`src/rtl/hazard_pkg.sv`:
```
// rtl/hazard_pkg.sv - forward-select codes, FSM state type and default widths for the hazard controller
package hazard_pkg;

   localparam logic [1:0] FWD_REGFILE = 2'b00;
   localparam logic [1:0] FWD_EXMEM   = 2'b10;
   localparam logic [1:0] FWD_MEMWB   = 2'b01;

   localparam int DEFAULT_REG_ADDR_W = 5;

   typedef enum logic {
      IDLE  = 1'b0,
      STALL = 1'b1
   } haz_state_t;

endpackage

```
`src/rtl/fwd_select.sv`:
```
// rtl/fwd_select.sv - combinational forward-code generator for one EX operand
module fwd_select
   import hazard_pkg::*;
#(
   parameter int REG_ADDR_W = DEFAULT_REG_ADDR_W
) (
   input  logic                  en,
   input  logic [REG_ADDR_W-1:0] src,
   input  logic                  exmem_reg_write,
   input  logic [REG_ADDR_W-1:0] exmem_wb_reg,
   input  logic                  memwb_reg_write,
   input  logic [REG_ADDR_W-1:0] memwb_wb_reg,
   output logic [1:0]            fwd
);

   // The younger producer (EX/MEM) holds the newer value, so it wins.
   always_comb begin
      fwd = FWD_REGFILE;
      if (en) begin
         if (exmem_reg_write && (exmem_wb_reg != '0) && (exmem_wb_reg == src)) begin
            fwd = FWD_EXMEM;
         end else if (memwb_reg_write && (memwb_wb_reg != '0) && (memwb_wb_reg == src)) begin
            fwd = FWD_MEMWB;
         end
      end
   end

endmodule

```
`src/rtl/hazard_forward_ctrl.sv`:
```
// rtl/hazard_forward_ctrl.sv - EX forwarding plus counted load-use / no-forward stall engine
// Optional saturating stall_cycles counter built when HAZ_STATS_EN is defined.
module hazard_forward_ctrl
   import hazard_pkg::*;
#(
   parameter int REG_ADDR_W   = DEFAULT_REG_ADDR_W,
   parameter int LOAD_BUBBLES = 1,
   parameter int CNT_W        = 3
) (
   input  logic                  clk,
   input  logic                  reset,
   input  logic                  forward_en,
   input  logic                  flush,
   input  logic [REG_ADDR_W-1:0] id_rs,
   input  logic [REG_ADDR_W-1:0] id_rt,
   input  logic                  id_uses_rs,
   input  logic                  id_uses_rt,
   input  logic [REG_ADDR_W-1:0] idex_rs,
   input  logic [REG_ADDR_W-1:0] idex_rt,
   input  logic                  idex_reg_write,
   input  logic                  idex_mem_read,
   input  logic [REG_ADDR_W-1:0] idex_wb_reg,
   input  logic                  exmem_reg_write,
   input  logic [REG_ADDR_W-1:0] exmem_wb_reg,
   input  logic                  memwb_reg_write,
   input  logic [REG_ADDR_W-1:0] memwb_wb_reg,
   output logic [1:0]            forward_a,
   output logic [1:0]            forward_b,
   output logic                  pc_hold,
   output logic                  ifid_hold,
   output logic                  idex_bubble,
   output logic                  stall_busy
`ifdef HAZ_STATS_EN
   ,
   output logic [15:0]           stall_cycles
`endif
);

   function automatic logic id_match(
      input logic [REG_ADDR_W-1:0] dest,
      input logic                  we,
      input logic [REG_ADDR_W-1:0] rs,
      input logic [REG_ADDR_W-1:0] rt,
      input logic                  uses_rs,
      input logic                  uses_rt
   );
      return we && (dest != '0) && ((uses_rs && (dest == rs)) || (uses_rt && (dest == rt)));
   endfunction

   haz_state_t       state, state_nxt;
   logic [CNT_W-1:0] cnt, cnt_nxt;
   logic [CNT_W-1:0] need_n;
   logic             m_ex, m_mem, m_wb;
   logic             stall;

   fwd_select #(.REG_ADDR_W(REG_ADDR_W)) u_fwd_a (
      .en              (forward_en),
      .src             (idex_rs),
      .exmem_reg_write (exmem_reg_write),
      .exmem_wb_reg    (exmem_wb_reg),
      .memwb_reg_write (memwb_reg_write),
      .memwb_wb_reg    (memwb_wb_reg),
      .fwd             (forward_a)
   );

   fwd_select #(.REG_ADDR_W(REG_ADDR_W)) u_fwd_b (
      .en              (forward_en),
      .src             (idex_rt),
      .exmem_reg_write (exmem_reg_write),
      .exmem_wb_reg    (exmem_wb_reg),
      .memwb_reg_write (memwb_reg_write),
      .memwb_wb_reg    (memwb_wb_reg),
      .fwd             (forward_b)
   );

   assign m_ex  = id_match(idex_wb_reg,  idex_reg_write,  id_rs, id_rt, id_uses_rs, id_uses_rt);
   assign m_mem = id_match(exmem_wb_reg, exmem_reg_write, id_rs, id_rt, id_uses_rs, id_uses_rt);
   assign m_wb  = id_match(memwb_wb_reg, memwb_reg_write, id_rs, id_rt, id_uses_rs, id_uses_rt);

   // Without forwarding the consumer waits for the producer to retire (no write-through regfile).
   always_comb begin
      need_n = '0;
      if (forward_en) begin
         if (m_ex && idex_mem_read) need_n = CNT_W'(LOAD_BUBBLES);
      end else if (m_ex) begin
         need_n = CNT_W'(3);
      end else if (m_mem) begin
         need_n = CNT_W'(2);
      end else if (m_wb) begin
         need_n = CNT_W'(1);
      end
   end

   always_comb begin
      state_nxt = state;
      cnt_nxt   = cnt;
      stall     = 1'b0;
      if (reset || flush) begin
         state_nxt = IDLE;
         cnt_nxt   = '0;
      end else begin
         case (state)
            IDLE: begin
               if (need_n != '0) begin
                  stall = 1'b1;
                  if (need_n > CNT_W'(1)) begin
                     state_nxt = STALL;
                     cnt_nxt   = need_n - CNT_W'(1);
                  end
               end
            end
            STALL: begin
               stall = 1'b1;
               if (cnt == CNT_W'(1)) begin
                  state_nxt = IDLE;
                  cnt_nxt   = '0;
               end else begin
                  cnt_nxt = cnt - CNT_W'(1);
               end
            end
         endcase
      end
   end

   always_ff @(posedge clk) begin
      if (reset) begin
         state <= IDLE;
         cnt   <= '0;
      end else begin
         state <= state_nxt;
         cnt   <= cnt_nxt;
      end
   end

   assign pc_hold     = stall;
   assign ifid_hold   = stall;
   assign idex_bubble = stall;
   assign stall_busy  = (state == STALL) && !reset;

`ifdef HAZ_STATS_EN
   always_ff @(posedge clk) begin
      if (reset) begin
         stall_cycles <= '0;
      end else if (stall && (stall_cycles != 16'hFFFF)) begin
         stall_cycles <= stall_cycles + 16'd1;
      end
   end
`endif

endmodule
```
`config.mk`:
```
export PLATFORM = sky130hd
export DESIGN_NAME = hazard_forward_ctrl
export DESIGN_NICKNAME = d
export VERILOG_FILES = /design/src/rtl/hazard_pkg.sv /design/src/rtl/fwd_select.sv /design/src/rtl/hazard_forward_ctrl.sv
export SDC_FILE = /design/constraint.sdc
export NUM_CORES = 1
export LEC_CHECK = 0
export BUFFER_PORTS_ARGS = -buffer_cell sky130_fd_sc_hd__buf_4
export CAP_MARGIN = 20
export CORE_MARGIN = 1
export CORE_UTILIZATION = 42
export DETAILED_ROUTE_END_ITERATION = 6
export PLACE_DENSITY = 0.87
export SYNTH_ARGS = -nofsm -noshare
export SYNTH_HDL_FRONTEND = slang
export SYNTH_HIERARCHICAL = 1
export SYNTH_SLANG_ARGS = --single-unit
export TNS_END_PERCENT = 30
```
`constraint.sdc`:
```
create_clock -name clk -period 2.6 [get_ports clk]
set_clock_uncertainty 0.2 [all_clocks]
set_input_delay 0.26 -clock clk [delete_from_list [all_inputs] [get_ports clk]]
set_output_delay 0.26 -clock clk [all_outputs]
set_load 0.02 [all_outputs]
```
==> results.yml, run 1 <==
status:
  outcome: "finished, final reports clean"
logic_synthesis:
  synth-seq-cells: 4
  yosysWarnings: 6
  synth.top_cells.by_area: "xnor2_1, dfxtp_1, ha_1, nand4_1, xor2_1"
  synth_top_area_cell: "xnor2_1"
  yosys.area.top_type_share: 0.3260
  synth_cell_type_count: 31
  netlist_instances: 143
  synth_top_flop_cell: "dfxtp_1"
  synth_fp_nets: 193
  avgSynthCellArea_sq_um: 7.516
  yosysSeqAreaShare: 0.07451
  synth-edff-count: 0
  syn_area_sq_mm: 0.001075
  synthArstFlopShare: 0
detailed_routing:
  routed_via_density: 5.677
  ant_nets: 0
  wl_per_cell_um: 14.30
  drt_iter0_drc: 26
  wl_um: 3361
  first_pass_iters: 5
  route.detailed.drc: 0
  num_vias: 1334
power_and_ir_drop:
  pwr_density_cell_mw_per_mm2: 213.4
  p_sw_uw: 125.1
  ir_drop_v: 0.0001463
  p_leak_uw: 0.0006673
  clock_power_share: 0.214
  seq_power_share: 0.174
  power_switching_share: 0.3524
  power_frac_comb: 0.612
  p_int_uw: 230.0
floorplanning:
  dieArea_sq_mm: 0.002765
  rows: 17
  core-area_sq_mm: 0.002318
  die_w_um: 52.59
  start_util: 0.4636
  die_h_um: 52.59
  ios: 53
timing:
  period_share: 0.9675
  min_period_ps: 2516
  drv_slew: 0
  rsz0062_at_grt: "yes"
  setup_viol: 0
  tightest_slew_ps: 436.9
  fmax_mhz: 397.5
  timing.final.ws_setup_ps: 84.38
  hold_violations: 0
  hold-worst-slack_ps: 50.12
  relSlewSlack: 0.7065
  setup_tns_ps: 0
layout:
  drive_above_1_share: 0.3865
  nNetsFinal: 259
  diodes: 0
  final_util: 0.7178
  area_growth_pct: 54.83
  final_cell_mix: "buf_4, xnor2_1, nand2_1"
  fillers: 160
  layout_commonest_cell: "buf_4"
global_routing:
  grt_pass1_wl_um: 5582
  grt_use_total: 0.2675
  grt_pass1_vias: 1320
  grt_max_degree: 8
  grt_antenna_before_repair: 0
  gr-total-overflow: 0
clock_tree:
  clockRootBuffer: "clkbuf_4"
  cts_buffer_depth: 2
  cts_made_buffers: 3
  clk_pin_slew_worst_paths_ps: 40
  cts_sinks: 4
  htree_levels: 1
  cts_tree: "built"
  insertion_delay_ps: 240
worst_setup_path:
  worstPathRequired_ps: 2140
  critPathLaunchType: "primary input"
  cpMaxStageDelayCell: "or4_4"
  end_kind: "primary output"
  cp_cell_sequence: "buf_4 -> or4_4 -> o21ai_2 -> inv_1 -> and2_4 -> o21ai_4 -> inv_2 -> ha_4 -> a211oi_4 -> buf_6"
  critPathMaxFanout: 3
  crit_buf_inv: 4
  path_delay_family: "simple AND/OR/NAND/NOR gates"
  slowest_delay_ps: 500
  cp.arrival_ps: 2060
  worstSetupPathType: "primary input to primary output"
placed_design:
  dp_hpwl_um: 2799
  post-place-ws_ps: -168.1
  portBuffers: 52
  gp_congestion: 0.8720
run:
  max-cap-violations: 0
hold_path:
  hold_class: "primary input to flip-flop"
[cells by family after synthesis]
logic type                 share of synthesized area
muxes                                       0.009314
adders and majority gates                    0.05821
and+or+nand+nor                               0.2806
DFF                                          0.07451
AOI/OAI and AO/OA                             0.1537
buffers and inverters                        0.04889
xor gates and xnor gates                      0.3749
[worst paths after layout]
kind	from	to	slack [ps]	cells past startpoint
setup / recovery	exmem_wb_reg[2]	idex_bubble	80	10
hold / removal	flush	state	50	2
setup reg to reg	cnt[0]	cnt[1]	1050	4
hold reg to reg	cnt[1]	cnt[1]	370	3
[power by group through the flow]
stage,clock network [uW],logic [uW],registers [uW]
after floorplan,0,91.1,62.7
after global placement,0,198,62.7
after detailed placement,0,206,62.7
after CTS,78.9,208,61.8
after global routing,81.2,234,61.8
final,75.9,217,61.8
[registers in the layout, indices dropped and copies added, names as in the netlist]
register and flops:
state 1, cnt 3
[timing repair]
item / 4_1_cts / 5_1_grt
gates resized for setup: 2 / 12
pin swaps: 1 / 4
buffers inserted: 0 / 1
hold buffers: 0 / 0
endpoints found under the setup margin: 3 / 4
[layer usage]
layer,share of wire,GRT usage
met4,0,0.03947
met2,0.52,0.4958
met3,0.056,0.03768
met1,0.42,0.3265
met5,0,0
[Yosys cell counts (3+ instances only)]
library cell,instances
a211oi_1,3
and2_1,3
dfxtp_1,4
ha_1,5
inv_1,10
nand2_1,11
nand3_1,5
nand4_1,9
nor2_1,3
nor3_1,4
nor4_1,5
o2111ai_1,3
o21ai_0,4
o21ai_1,4
o22ai_1,3
or4_1,4
xnor2_1,40
xor2_1,6
[layout make-up]
cell class | count | area (sq um) | area share
well taps | 28 | 35.03 | 0.02105
flip-flops and latches | 4 | 80.08 | 0.04812
clock buffers | 3 | 22.52 | 0.01353
inverters | 10 | 37.54 | 0.02256
repair buffers | 63 | 488.0 | 0.2932
multi-input cells | 127 | 1001 | 0.6015
[metrics by stage]
step / power [uW] / area (sq um) / std cells
after global routing: 376.9 / 1664 / 235
after global placement: 261.0 / 1570 / 231
after floorplan: 153.8 / 1085 / 143
after detailed placement: 269.2 / 1570 / 231
final: 355.1 / 1664 / 235
after CTS: 349.1 / 1603 / 234
Power figures use the tool's default switching activity.
==> run 2: changes to the inputs <==
--- a/config.mk
+++ b/config.mk
@@ -7,10 +7,11 @@
 export LEC_CHECK = 0
 export BUFFER_PORTS_ARGS = -buffer_cell sky130_fd_sc_hd__buf_4
 export CAP_MARGIN = 20
-export CORE_MARGIN = 1
+export CORE_MARGIN = 2
 export CORE_UTILIZATION = 42
 export DETAILED_ROUTE_END_ITERATION = 6
 export PLACE_DENSITY = 0.87
+export REMOVE_ABC_BUFFERS = 1
 export SYNTH_ARGS = -nofsm -noshare
 export SYNTH_HDL_FRONTEND = slang
 export SYNTH_HIERARCHICAL = 1
==> run 2 against run 1 <==
Net effect: sequential cell count unchanged; maximum frequency rose by 0.66%; clock power down 3.4%; largest cell class unchanged; design area up 5.6%; critical path type unchanged; sequential share of layout area is 0.25 points lower; via count fell by 0.22%; critical path depth up 1; sequential power barely moved; clock-buffer cell count did not move; combinational power increased by 3%; worst setup slack improved by 17 ps; largest power group unchanged; core utilization fell by 0.22 points.
==> results.yml, run 2 (synthesized netlist as in run 1, its figures left out) <==
worst_setup_path:
  worstSetupPathType: "primary input to primary output"
  cpMaxStageDelayCell: "or4_4"
  worstPathRequired_ps: 2140
  r2r_start: "cnt[1]"
  crit_path_start: "exmem_wb_reg[1]"
  crit_buf_inv: 5
  end_kind: "primary output"
  critPathLaunchType: "primary input"
  cp_cell_sequence: "buf_4 -> or4_4 -> o21ai_2 -> inv_1 -> and2_4 -> o21ai_2 -> inv_2 -> ha_4 -> a211oi_2 -> buf_4 -> buf_6"
  r2r_setup_slack_ps: 1020
  path_delay_family: "simple AND/OR/NAND/NOR gates"
  slowest_delay_ps: 520
  reg2reg_to: "cnt[1]"
  critPathMaxFanout: 3
  r2r_cells: 6
  cp.arrival_ps: 2040
power_and_ir_drop:
  clock_power_share: 0.204
  p_leak_uw: 0.0007231
  p_int_uw: 236.3
  p_sw_uw: 123.1
  ir_drop_v: 0.0001873
  pwr_density_cell_mw_per_mm2: 204.6
  seq_power_share: 0.172
  power_frac_comb: 0.624
  power_switching_share: 0.3425
layout:
  drive_above_1_share: 0.4352
  nNetsFinal: 268
  area_growth_pct: 63.45
  final_cell_mix: "buf_4, xnor2_1, nand2_1"
  fin_area_sq_mm: 0.001757
  diodes: 0
  layout_commonest_cell: "buf_4"
  stdcell_count: 246
  largest_reg_flops: 3
  reg_top3: "cnt: 3 flops, state: 1 flops"
  final_util: 0.7156
  regMostFlops: "cnt"
placed_design:
  portBuffers: 52
  placed_area_sq_mm: 0.001623
  dp.cells: 241
  dp_hpwl_um: 2776
  post-place-ws_ps: -157.7
  gp_congestion: 0.8699
hold_path:
  hold_start: "flush"
  hold_depth: 2
  hold_class: "primary input to flip-flop"
  whs_endpoint: "state"
timing:
  tightest_slew_ps: 460.2
  drv_slew: 0
  period_share: 0.9612
  rsz0062_at_grt: "no"
  hold_violations: 0
  fmax_mhz: 400.2
  min_period_ps: 2499
  setup_viol: 0
  relSlewSlack: 0.6909
  timing.final.ws_setup_ps: 101.0
  setup_tns_ps: 0
detailed_routing:
  drt_iter0_drc: 34
  num_vias: 1331
  first_pass_iters: 4
  ant_nets: 0
  wl_um: 3431
  routed_via_density: 5.411
  wl_per_cell_um: 13.95
  route.detailed.drc: 0
floorplanning:
  dieArea_sq_mm: 0.002980
  ios: 53
  die_w_um: 54.59
  start_util: 0.4378
  core-area_sq_mm: 0.002455
  die_h_um: 54.59
  rows: 18
clock_tree:
  cts_buffer_depth: 2
  htree_levels: 1
  cts_tree: "built"
  cts_made_buffers: 3
  clk_pin_slew_worst_paths_ps: 30
  holdBufCountCts: 0
  clockRootBuffer: "clkbuf_4"
  insertion_delay_ps: 230
  cts_sinks: 4
global_routing:
  grt_antenna_before_repair: 0
  grt_pass1_wl_um: 5237
  grt_max_degree: 8
  grt_use_total: 0.2355
  grt_pass1_vias: 1264
  gr-total-overflow: 0
status:
  outcome: "finished, final reports clean"
run:
  max-cap-violations: 0
[run 2: cell types whose count changed in the layout (fill, tap and decap cells not counted), sizes merged]
| cell | change |
|---|---|
| buf | +9 |
[run 2: worst max path at each step]
stage	endpoint	slack, ps	depth (start not counted)
after floorplan	idex_bubble	-840	8
after global placement	cnt[0]	-90	13
after detailed placement	cnt[0]	-160	13
after CTS	ifid_hold	6	11
after global routing	idex_bubble	30	11
final	idex_bubble	100	11
[run 2: area by class of cell]
class	count	area, sq um
repair buffers	72	555.5
fillers	183	698.2
clock buffers	3	22.52
multi-input cells	127	1023
inverters	10	37.54
flip-flops and latches	4	80.08
well taps	30	37.54
[run 2: metal layers]
layer	GRT usage	vias up	part of all wire
met2	0.4325	52	0.50
met5	0	-	0
met3	0.03005	8	0.061
met4	0.04167	0	0.022
met1	0.2904	605	0.42
li1	-	666	-
[run 2: per-stage QoR]
stage / hold WS, ps / power, uW
after floorplan: 132.8 / 152.6
after CTS: 35.49 / 352.5
after global placement: 268.7 / 269.0
final: 48.60 / 359.4
after detailed placement: 272.1 / 273.5
after global routing: 52.29 / 386.7
[run 2: worst register-to-register path, stage by stage (launching register included)]
cell     delay (ps)
dfxtp_1         330
inv_1            70
ha_1            190
inv_1            60
o21ai_0         130
or4_1           470
nand3_2          80
[run 2: what timing repair did]
| action | in CTS | in global routing |
|---|---|---|
| pin swaps | 3 | 9 |
| gates resized for setup | 3 | 20 |
| setup buffers | 2 | 1 |
| endpoints found under the setup margin | 3 | 6 |
[run 2: power groups by stage]
| stage | registers, uW | logic, uW | clock network (uW) |
|---|---|---|---|
| after floorplan | 62.7 | 89.9 | 0 |
| after global placement | 62.7 | 206 | 0 |
| after detailed placement | 62.7 | 211 | 0 |
| after CTS | 61.8 | 214 | 77.2 |
| after global routing | 61.7 | 243 | 81.9 |
| final | 61.8 | 224 | 73.3 |
==> run 3: changes to the inputs <==
--- a/config.mk
+++ b/config.mk
@@ -8,9 +8,9 @@
 export BUFFER_PORTS_ARGS = -buffer_cell sky130_fd_sc_hd__buf_4
 export CAP_MARGIN = 20
 export CORE_MARGIN = 2
-export CORE_UTILIZATION = 42
+export CORE_UTILIZATION = 40
 export DETAILED_ROUTE_END_ITERATION = 6
-export PLACE_DENSITY = 0.87
+export PLACE_DENSITY = 0.84
 export REMOVE_ABC_BUFFERS = 1
 export SYNTH_ARGS = -nofsm -noshare
 export SYNTH_HDL_FRONTEND = slang
==> run 3 against run 2 <==
Net effect: cell count down 0.41%; critical path depth is 3 higher; routed wire length is 0.23% lower; clock-buffer cell count unchanged; critical path type is now primary input to flip-flop; largest power group unchanged; sequential power barely moved; maximum frequency is 1.6% lower; sequential cell count unchanged; combinational power down 2%; design area down 2.6%.
==> results.yml, run 3 (synthesized netlist as in run 1, its figures left out) <==
status:
  outcome: "finished, final reports clean"
layout:
  final_cell_mix: "buf_4, xnor2_1, nand2_1"
  final_util: 0.6786
  register_area_sq_um: 80.08
  area_growth_pct: 59.25
  multi_input_comb_area_sq_um: 989.7
  nNetsFinal: 267
  drive_above_1_share: 0.4279
  fillers: 224
  diodes: 0
  largest_reg_flops: 3
  regMostFlops: "cnt"
  layout_commonest_cell: "buf_4"
  reg_top3: "cnt: 3 flops, state: 1 flops"
detailed_routing:
  routed_via_density: 5.367
  ant_nets: 0
  drt_iter0_drc: 6
  wl_per_cell_um: 13.97
  wl_um: 3423
  first_pass_iters: 4
  route.detailed.drc: 0
  num_vias: 1315
clock_tree:
  clockRootBuffer: "clkbuf_4"
  holdBufCountCts: 0
  clk_pin_slew_worst_paths_ps: 50
  cts_buffer_depth: 2
  insertion_delay_ps: 250
  cts_made_buffers: 3
  cts_sinks: 4
  cts_tree: "built"
  htree_levels: 1
hold_path:
  hold_class: "primary input to flip-flop"
  hold_depth: 2
timing:
  tightest_slew_ps: 454.8
  period_share: 0.9768
  setup_viol: 0
  fmax_mhz: 393.7
  relSlewSlack: 0.6945
  drv_slew: 0
  rsz0062_at_grt: "yes"
  min_period_ps: 2540
  hold_violations: 0
  setup_tns_ps: 0
placed_design:
  gp_congestion: 0.9203
  portBuffers: 52
  dp_hpwl_um: 2805
worst_setup_path:
  worstSetupPathType: "primary input to flip-flop"
  worstPathRequired_ps: 2530
  critPathMaxFanout: 6
  end_kind: "flip-flop"
  cp.arrival_ps: 2470
  r2r_cells: 4
  critPathLaunchType: "primary input"
floorplanning:
  die_w_um: 55.84
  core-area_sq_mm: 0.002522
  start_util: 0.4261
  die_h_um: 55.84
  ios: 53
  dieArea_sq_mm: 0.003118
  rows: 18
global_routing:
  grt_pass1_wl_um: 5499
  grt_antenna_before_repair: 0
  grt_pass1_vias: 1297
  gr-total-overflow: 0
  grt_use_total: 0.2129
  grt_max_degree: 8
power_and_ir_drop:
  pwr_density_cell_mw_per_mm2: 212.7
  ir_drop_v: 0.0001689
  p_sw_uw: 130.4
  p_int_uw: 233.6
  seq_power_share: 0.169
  power_frac_comb: 0.603
  clock_power_share: 0.228
  p_leak_uw: 0.0007077
  power_switching_share: 0.3583
run:
  max-cap-violations: 0
==> run 3: cell count changes in the layout (fill, tap and decap cells not counted), sizes merged <==
cell  delta
buf      -1
==> run 3: worst paths after layout <==
check	from	endpoint	slack, ps
max reg2reg	cnt[0]	cnt[1]	1050
max	idex_wb_reg[3]	cnt[0]	60
min	flush	state	40
min reg2reg	cnt[1]	cnt[1]	360
==> run 3: area by class of cell <==
type,instances,share of cell area
Clock buffer,3,0.01316
Inverter,10,0.02193
Multi-Input combinational cell,127,0.5782
Sequential cell,4,0.04678
Tap cell,30,0.02193
Timing Repair Buffer,71,0.3180
==> run 3: worst max-delay path, cell delays in order <==
cell and delay [ps]:
buf_4 120, or4_4 530, o21ai_2 160, inv_2 50, o211ai_1 110, o21ai_2 100, buf_4 140, buf_4 120
ha_1 190, nor3_2 110, buf_4 170, nand3_1 110, a31oi_1 200, o21ai_1 90
==> run 3: timing repair <==
| action | in CTS | in global routing |
|---|---|---|
| pin swaps | 2 | 9 |
| buffers inserted | 1 | 4 |
| endpoints found under the setup margin | 3 | 4 |
| gates resized for setup | 3 | 15 |
==> run 3: per-layer routing <==
| metal | part of all wire | vias up | GRT usage |
|---|---|---|---|
| li1 | - | 661 | - |
| met1 | 0.43 | 606 | 0.2608 |
| met2 | 0.51 | 42 | 0.3759 |
| met3 | 0.043 | 6 | 0.03721 |
| met4 | 0.018 | 0 | 0.06803 |
| met5 | 0 | - | 0 |
==> run 3: per-stage QoR <==
stage               setup WS [ps]  std cells  hold slack (ps)  cell area, sq um  total power [uW]
floorplan                  -842.2        141            132.8              1060             152.6
global placement           -54.16        237            275.0              1593             265.9
detailed placement         -110.4        237            273.9              1593             270.9
CTS                        -3.400        241            30.43              1634             354.5
global route               -64.10        245            37.19              1712             389.5
finish                      60.28        245            42.12              1712             364.0
==> run 3: power groups by stage <==
stage | Sequential (uW) | Clock (uW) | Combinational, uW
after global placement | 62.7 | 0 | 203
after CTS | 61.7 | 82.7 | 210
after detailed placement | 62.7 | 0 | 208
after global routing | 61.6 | 90.5 | 237
final | 61.7 | 83.0 | 219
after floorplan | 62.7 | 0 | 89.9
